==> config.mk <==
export PLATFORM = sky130hd
export DESIGN_NAME = alu_pipe
export DESIGN_NICKNAME = d
export VERILOG_FILES = /design/src/rtl/alu_pipe.sv
export SDC_FILE = /design/constraint.sdc
export NUM_CORES = 1
export LEC_CHECK = 0
export CORE_ASPECT_RATIO = 1.75
export CORE_MARGIN = 5
export CORE_UTILIZATION = 40
export CTS_CLUSTER_SIZE = 40
export DETAILED_ROUTE_END_ITERATION = 10
export MAX_ROUTING_LAYER = met4
export PLACE_DENSITY = 0.58
export SETUP_SLACK_MARGIN = 0.3
export SLEW_MARGIN = 20
export SYNTH_ARGS = -nofsm -noshare
export SYNTH_HDL_FRONTEND = slang
export SYNTH_SLANG_ARGS = --single-unit
==> constraint.sdc <==
create_clock -name clk -period 5.2 [get_ports clk]
set_clock_uncertainty 0.15 [all_clocks]
set_input_delay 1.04 -clock clk [delete_from_list [all_inputs] [get_ports clk]]
set_output_delay 1.04 -clock clk [all_outputs]
set_load 0.05 [all_outputs]
==> src/rtl/alu_pipe.sv <==
// rtl/alu_pipe.sv - registered valid/ready ALU with optional iterative multiplier
//
// Purpose: executes one ALU operation per input transfer and holds the result
// and flags in output registers until the consumer takes them.
// Build option: define ALU_MUL_EN to build the shift-and-add multiplier (opcode 12).
// Without it, opcode 12 is reserved and the block is purely single-cycle.
//
// Ports:
//   clk, rst_n             rising-edge clock, synchronous active-low reset
//   in_valid / in_ready    request handshake; in_a, in_b, opcode captured on transfer
//   out_valid / out_ready  result handshake
//   out                    result (BW bits)
//   flags                  {carry, overflow, negative, zero}
//   out_illegal            result came from a reserved opcode
module alu_pipe #(
  parameter int BW = 16
) (
  input  logic          clk,
  input  logic          rst_n,
  input  logic          in_valid,
  output logic          in_ready,
  input  logic [BW-1:0] in_a,
  input  logic [BW-1:0] in_b,
  input  logic [3:0]    opcode,
  output logic          out_valid,
  input  logic          out_ready,
  output logic [BW-1:0] out,
  output logic [3:0]    flags,
  output logic          out_illegal
);

  localparam int SW = $clog2(BW);
  localparam logic [BW-1:0] ONE     = {{(BW-1){1'b0}}, 1'b1};
  localparam logic [BW:0]   ONE_W   = {{BW{1'b0}}, 1'b1};
  localparam logic [BW-1:0] MAX_POS = {1'b0, {(BW-1){1'b1}}};
  localparam logic [BW-1:0] MIN_NEG = {1'b1, {(BW-1){1'b0}}};

  logic [SW-1:0] shamt;
  logic          a_msb;
  logic          b_msb;
  logic [BW:0]   wide;
  logic [BW-1:0] res;
  logic          c_f;
  logic          v_f;
  logic          ill;
  logic          slot_free;
  logic          accept;
  logic          load_alu;

  assign shamt     = in_b[SW-1:0];
  assign a_msb     = in_a[BW-1];
  assign b_msb     = in_b[BW-1];
  assign slot_free = !out_valid || out_ready;
  assign accept    = in_valid && in_ready;

  // Single-cycle operations. Reserved opcodes fall to the default arm, which
  // leaves result and C/V at zero so Z alone is set.
  always_comb begin
    wide = '0;
    res  = '0;
    c_f  = 1'b0;
    v_f  = 1'b0;
    ill  = 1'b0;
    case (opcode)
      4'd0: begin
        wide = {1'b0, in_a} + {1'b0, in_b};
        res  = wide[BW-1:0];
        c_f  = wide[BW];
        v_f  = (a_msb == b_msb) && (res[BW-1] != a_msb);
      end
      4'd1: begin
        // Top bit of the widened difference is the borrow.
        wide = {1'b0, in_a} - {1'b0, in_b};
        res  = wide[BW-1:0];
        c_f  = wide[BW];
        v_f  = (a_msb != b_msb) && (res[BW-1] != a_msb);
      end
      4'd2: res = in_a & in_b;
      4'd3: res = in_a | in_b;
      4'd4: res = in_a ^ in_b;
      4'd5: begin
        wide = {1'b0, in_a} + ONE_W;
        res  = wide[BW-1:0];
        c_f  = wide[BW];
        v_f  = (in_a == MAX_POS);
      end
      4'd6: res = in_a;
      4'd7: res = in_b;
      4'd8: begin
        res = in_a - ONE;
        c_f = (in_a == '0);
        v_f = (in_a == MIN_NEG);
      end
      4'd9: begin
        // Extra bit above the operand catches the last bit shifted out.
        wide = {1'b0, in_a} << shamt;
        res  = wide[BW-1:0];
        c_f  = wide[BW];
      end
      4'd10: begin
        // Extra bit below the operand catches the last bit shifted out.
        wide = {in_a, 1'b0} >> shamt;
        res  = wide[BW:1];
        c_f  = wide[0];
      end
      4'd11: begin
        wide = $signed({in_a, 1'b0}) >>> shamt;
        res  = wide[BW:1];
        c_f  = wide[0];
      end
      default: ill = 1'b1;
    endcase
  end

`ifdef ALU_MUL_EN
  localparam logic [SW:0] CNT_INIT = (SW+1)'(BW);
  localparam logic [SW:0] CNT_ONE  = {{SW{1'b0}}, 1'b1};

  typedef enum logic [1:0] {S_IDLE, S_MUL, S_DONE} state_t;

  state_t          state;
  state_t          state_nxt;
  logic [SW:0]     cnt;
  logic [BW-1:0]   mcand;
  logic [BW-1:0]   mplier;
  logic [2*BW-1:0] acc;
  logic [BW:0]     acc_sum;
  logic            is_mul_op;
  logic            start_mul;
  logic            load_mul;

  assign is_mul_op = (opcode == 4'd12);
  // Add the multiplicand into the upper half when the current multiplier bit is set.
  assign acc_sum   = {1'b0, acc[2*BW-1:BW]} + (mplier[0] ? {1'b0, mcand} : '0);

  always_ff @(posedge clk) begin
    if (!rst_n) state <= S_IDLE;
    else        state <= state_nxt;
  end

  always_comb begin
    state_nxt = state;
    case (state)
      S_IDLE:  if (accept && is_mul_op) state_nxt = S_MUL;
      S_MUL:   if (cnt == CNT_ONE)      state_nxt = S_DONE;
      S_DONE:  if (slot_free)           state_nxt = S_IDLE;
      default:                          state_nxt = S_IDLE;
    endcase
  end

  always_comb begin
    in_ready  = (state == S_IDLE) && slot_free;
    start_mul = (state == S_IDLE) && accept && is_mul_op;
    load_alu  = (state == S_IDLE) && accept && !is_mul_op;
    load_mul  = (state == S_DONE) && slot_free;
  end

  // Right-shifting accumulator: after BW steps it holds the full 2*BW product.
  always_ff @(posedge clk) begin
    if (!rst_n) begin
      acc    <= '0;
      cnt    <= '0;
      mcand  <= '0;
      mplier <= '0;
    end else if (start_mul) begin
      acc    <= '0;
      cnt    <= CNT_INIT;
      mcand  <= in_a;
      mplier <= in_b;
    end else if (state == S_MUL) begin
      acc    <= {acc_sum, acc[BW-1:1]};
      mplier <= mplier >> 1;
      cnt    <= cnt - CNT_ONE;
    end
  end
`else
  assign in_ready = slot_free;
  assign load_alu = accept;
`endif

  always_ff @(posedge clk) begin
    if (!rst_n) begin
      out_valid   <= 1'b0;
      out         <= '0;
      flags       <= 4'b0000;
      out_illegal <= 1'b0;
    end else if (load_alu) begin
      out_valid   <= 1'b1;
      out         <= res;
      flags       <= {c_f, v_f, res[BW-1], (res == '0)};
      out_illegal <= ill;
`ifdef ALU_MUL_EN
    end else if (load_mul) begin
      out_valid   <= 1'b1;
      out         <= acc[BW-1:0];
      flags       <= {|acc[2*BW-1:BW], 1'b0, acc[BW-1], (acc[BW-1:0] == '0)};
      out_illegal <= 1'b0;
`endif
    end else if (out_ready) begin
      out_valid   <= 1'b0;
    end
  end

endmodule

==> flow_summary_export.csv <==
group,metric,value,unit
global_routing,grt_util_all_layers,33.9,%
clock_network,cts_tree,"yes",
detailed_routing,postRouteAntennaNets,0,
setup_path,max_stage_delay,0.56,ns
setup_path,startpoint_type,"input pin",
clock_network,cts_sinks,21,
finish,drive_above_1_share,13.2,%
timing,worst_pin_slew,0.953,ns
floorplan,core,16000,sq um
setup_path,critPathArrivalTime,4.57,ns
detailed_routing,avgRoutedWirePerCell,27.9,um
power,total_power,1.10,mW
logic_synthesis,synth_area_leaders,"ha_1 (11%), dfxtp_1 (6.4%), mux2i_1 (6.1%)",
setup_path,crit_required,5.22,ns
floorplan,dieHeight,179,um
timing,tns,0,ns
logic_synthesis,yosysWarningCount,0,
power,vdd_drop_max,0.000117,V
logic_synthesis,seq_area_frac_synth,6.44,%
logic_synthesis,synthCells,910,
global_routing,grt_max_degree,44,
floorplan,initial_core_util,40.9,%
timing,grt_setup_unrepaired,"no",
setup_path,reg2reg_slack,2.25,ns
logic_synthesis,synthesis.nets,1007,
setup_path,endpoint_kind,"register",
timing,setup_violations,0,
detailed_routing,viasPerCell,6.86,
logic_synthesis,synthFlopType,"dfxtp_1",
global_routing,grt_antenna_before_repair,1,
timing,period_needed,4.55,ns
finish,final_util,47.9,%
timing,hold_viol,0,
detailed_routing,drt_iter0_drc,765,
floorplan,die_w,107,um
setup_path,rr_endpoint,"flags[0]",
detailed_routing,dr.pass1.iters,5,
floorplan,die_area,19100,sq um
power,pwr_density_cell,145,nW/um^2
power,power.leakage,3.01,nW
timing,fmax,0.220,GHz
place,dp.cells,1149,
detailed_routing,drt_wl_total,32200,um
setup_path,crit_type,"in -> reg",
clock_network,clk_pin_slew,0.05,ns
logic_synthesis,yosysTopAreaCellShare,10.5,%
global_routing,grt_pass1_wl,48200,um
timing,fin_crit_sh,87.5,%
run_status,outcome,"complete, no violations",
timing,relSlewSlack,35.9,%
min_path,hold_path_class,"reg -> reg",
logic_synthesis,synth_cell_type_count,94,
logic_synthesis,ys_ff_latch,21,
finish,syn2layout_area_growth,17.0,%
floorplan,core.rowCount,61,
global_routing,grt_pass1_vias,7786,
setup_path,reg2regPathDepth,10,
place,place_area,7550,sq um
setup_path,crit-reg2reg-launch,"out_valid",
logic_synthesis,async_reset_ff_share,0,%
global_routing,overflow,0,
floorplan,pin_count,63,
finish,fin_nets,1062,
finish,final-instance-count-excl-fill,1154,
finish,fill_cells,1670,
logic_synthesis,synth_top_area_cell,"ha_1",
detailed_routing,vias,7919,
min_path,hold_start,"flags[2]",
logic_synthesis,syn_area,6530,sq um
clock_network,root_buffer,"clkbuf_16",
setup_path,timing.critical_path.cells,"clkdlybuf4s50_1 -> inv_1 -> ha_1 -> or4_1 -> o21ai_1 -> a211oi_1 -> nor4_1 -> a311o_1 -> nand4_1 -> nor4_1 -> nand4_1 -> o31ai_2",
place,port_buffers,62,
place,place_congestion,1.06,
logic_synthesis,yosys.cell_count.top_type,"nor2_1",
detailed_routing,drc,0,
setup_path,crit_path_max_fanout,14,
setup_path,crit_path_top_delay_cell,"or4_1",
logic_synthesis,synth_commonest_cells,"nor2_1 (92), nand2_1 (63), inv_1 (56), ha_1 (55), a21oi_1 (46)",
timing,slew_viol_final,0,
place,dp_hpwl,25500,um
min_path,hold_path_depth,2,
logic_synthesis,syn_avg_cell_area,7.17,sq um
clock_network,clock_latency,0.25,ns
clock_network,clockBufferDepth,2,
min_path,hold-path-endpoint,"flags[2]",
clock_network,cts_hold_buffers,0,
clock_network,cts_max_level,1,
finish,post-route-cell-area,7640,sq um
logic_synthesis,synth-edff-count,0,
job,drv_cap,0,
clock_network,numCtsBuffers,3,
-- routing by layer --
layer  part of all wire (%)  track usage (%)
met1                     37             38.9
met4                    8.3             21.1
met5                      0                -
met2                     48             56.8
met3                    6.8             2.88
-- worst max path at each step --
stage / start / to / slack, ns / cells past startpoint
2_1_floorplan: in_b[1] / flags[0] / 1.16 / 14
3_3_place_gp: in_a[0] / flags[0] / 0.42 / 14
3_5_place_dp: in_a[0] / flags[0] / 0.33 / 14
4_1_cts: in_a[0] / out[14] / 0.59 / 13
5_1_grt: in_a[5] / out[14] / 0.55 / 12
6_report: in_b[4] / flags[0] / 0.65 / 12
-- logic make-up after synthesis --
kind of cell,Yosys count,share of synthesized area [%]
AOI/OAI and AO/OA,262,29.1
and+or+nand+nor,344,27.4
muxes,69,13.8
buffers and inverters,138,9.49
DFF,21,6.44
adders and majority gates,57,11.2
xor gates and xnor gates,19,2.55
-- where the power goes --
group,total (mW),switching [mW],internal (mW)
combinational,0.761,0.481,0.280
clock,0.163,0.0601,0.103
sequential,0.181,0.00716,0.174
total,1.10,0.548,0.557
-- worst max-delay path: cells and delay by family --
family	cells	cell delay, ns
simple gates	5	1.84
fa+ha+maj	1	0.45
buf+inv	2	0.57
compound gates	4	0.65
-- flip-flops by register name, indices dropped and copies added (netlist names) --
register and cells:
out_illegal 1, out 15, flags 4, out_valid 1
-- stage by stage --
stage / setup WS, ns / hold slack, ns
detailed placement: 0.332 / 0.318
floorplan: 1.16 / 0.525
global placement: 0.423 / 0.318
global route: 0.549 / 0.342
finish: 0.650 / 0.324
CTS: 0.592 / 0.327
-- layout make-up --
class / count / area (sq um) / area share [%]
antenna: 1 / 2.50 / 0.0328
clock buffer: 3 / 75.1 / 0.983
clock inverter: 1 / 5.00 / 0.0655
inverter: 57 / 214 / 2.80
multi-input combinational: 751 / 5490 / 71.9
sequential: 21 / 420 / 5.51
tap: 189 / 236 / 3.10
timing repair buffer: 131 / 1190 / 15.6
-- timing repair --
item	in CTS	in global routing
buffers inserted	0	0
resized for setup	0	1
setup endpoints to repair	0	2
-- cell usage in the layout, fill, tap and decap left out, types with 8 or more instances in the layout --
| master | instances |
|---|---|
| a211oi_1 | 23 |
| nor2_1 | 92 |
| clkdlybuf4s50_1 | 58 |
| o22ai_1 | 12 |
| dfxtp_1 | 21 |
| mux2i_1 | 40 |
| nand3_1 | 32 |
| nand2_1 | 63 |
| mux4_2 | 14 |
| nor4_1 | 18 |
| nor3_1 | 42 |
| o211ai_1 | 11 |
| xnor2_1 | 18 |
| inv_1 | 56 |
| nand2b_1 | 15 |
| ha_1 | 55 |
| a2111oi_0 | 9 |
| nand4_1 | 9 |
| buf_4 | 64 |
| mux2_2 | 8 |
| a21oi_1 | 46 |
| o221ai_1 | 9 |
| or3_1 | 11 |
| nor2b_1 | 8 |
| o21ai_0 | 41 |
Power figures use the tool's default switching activity.
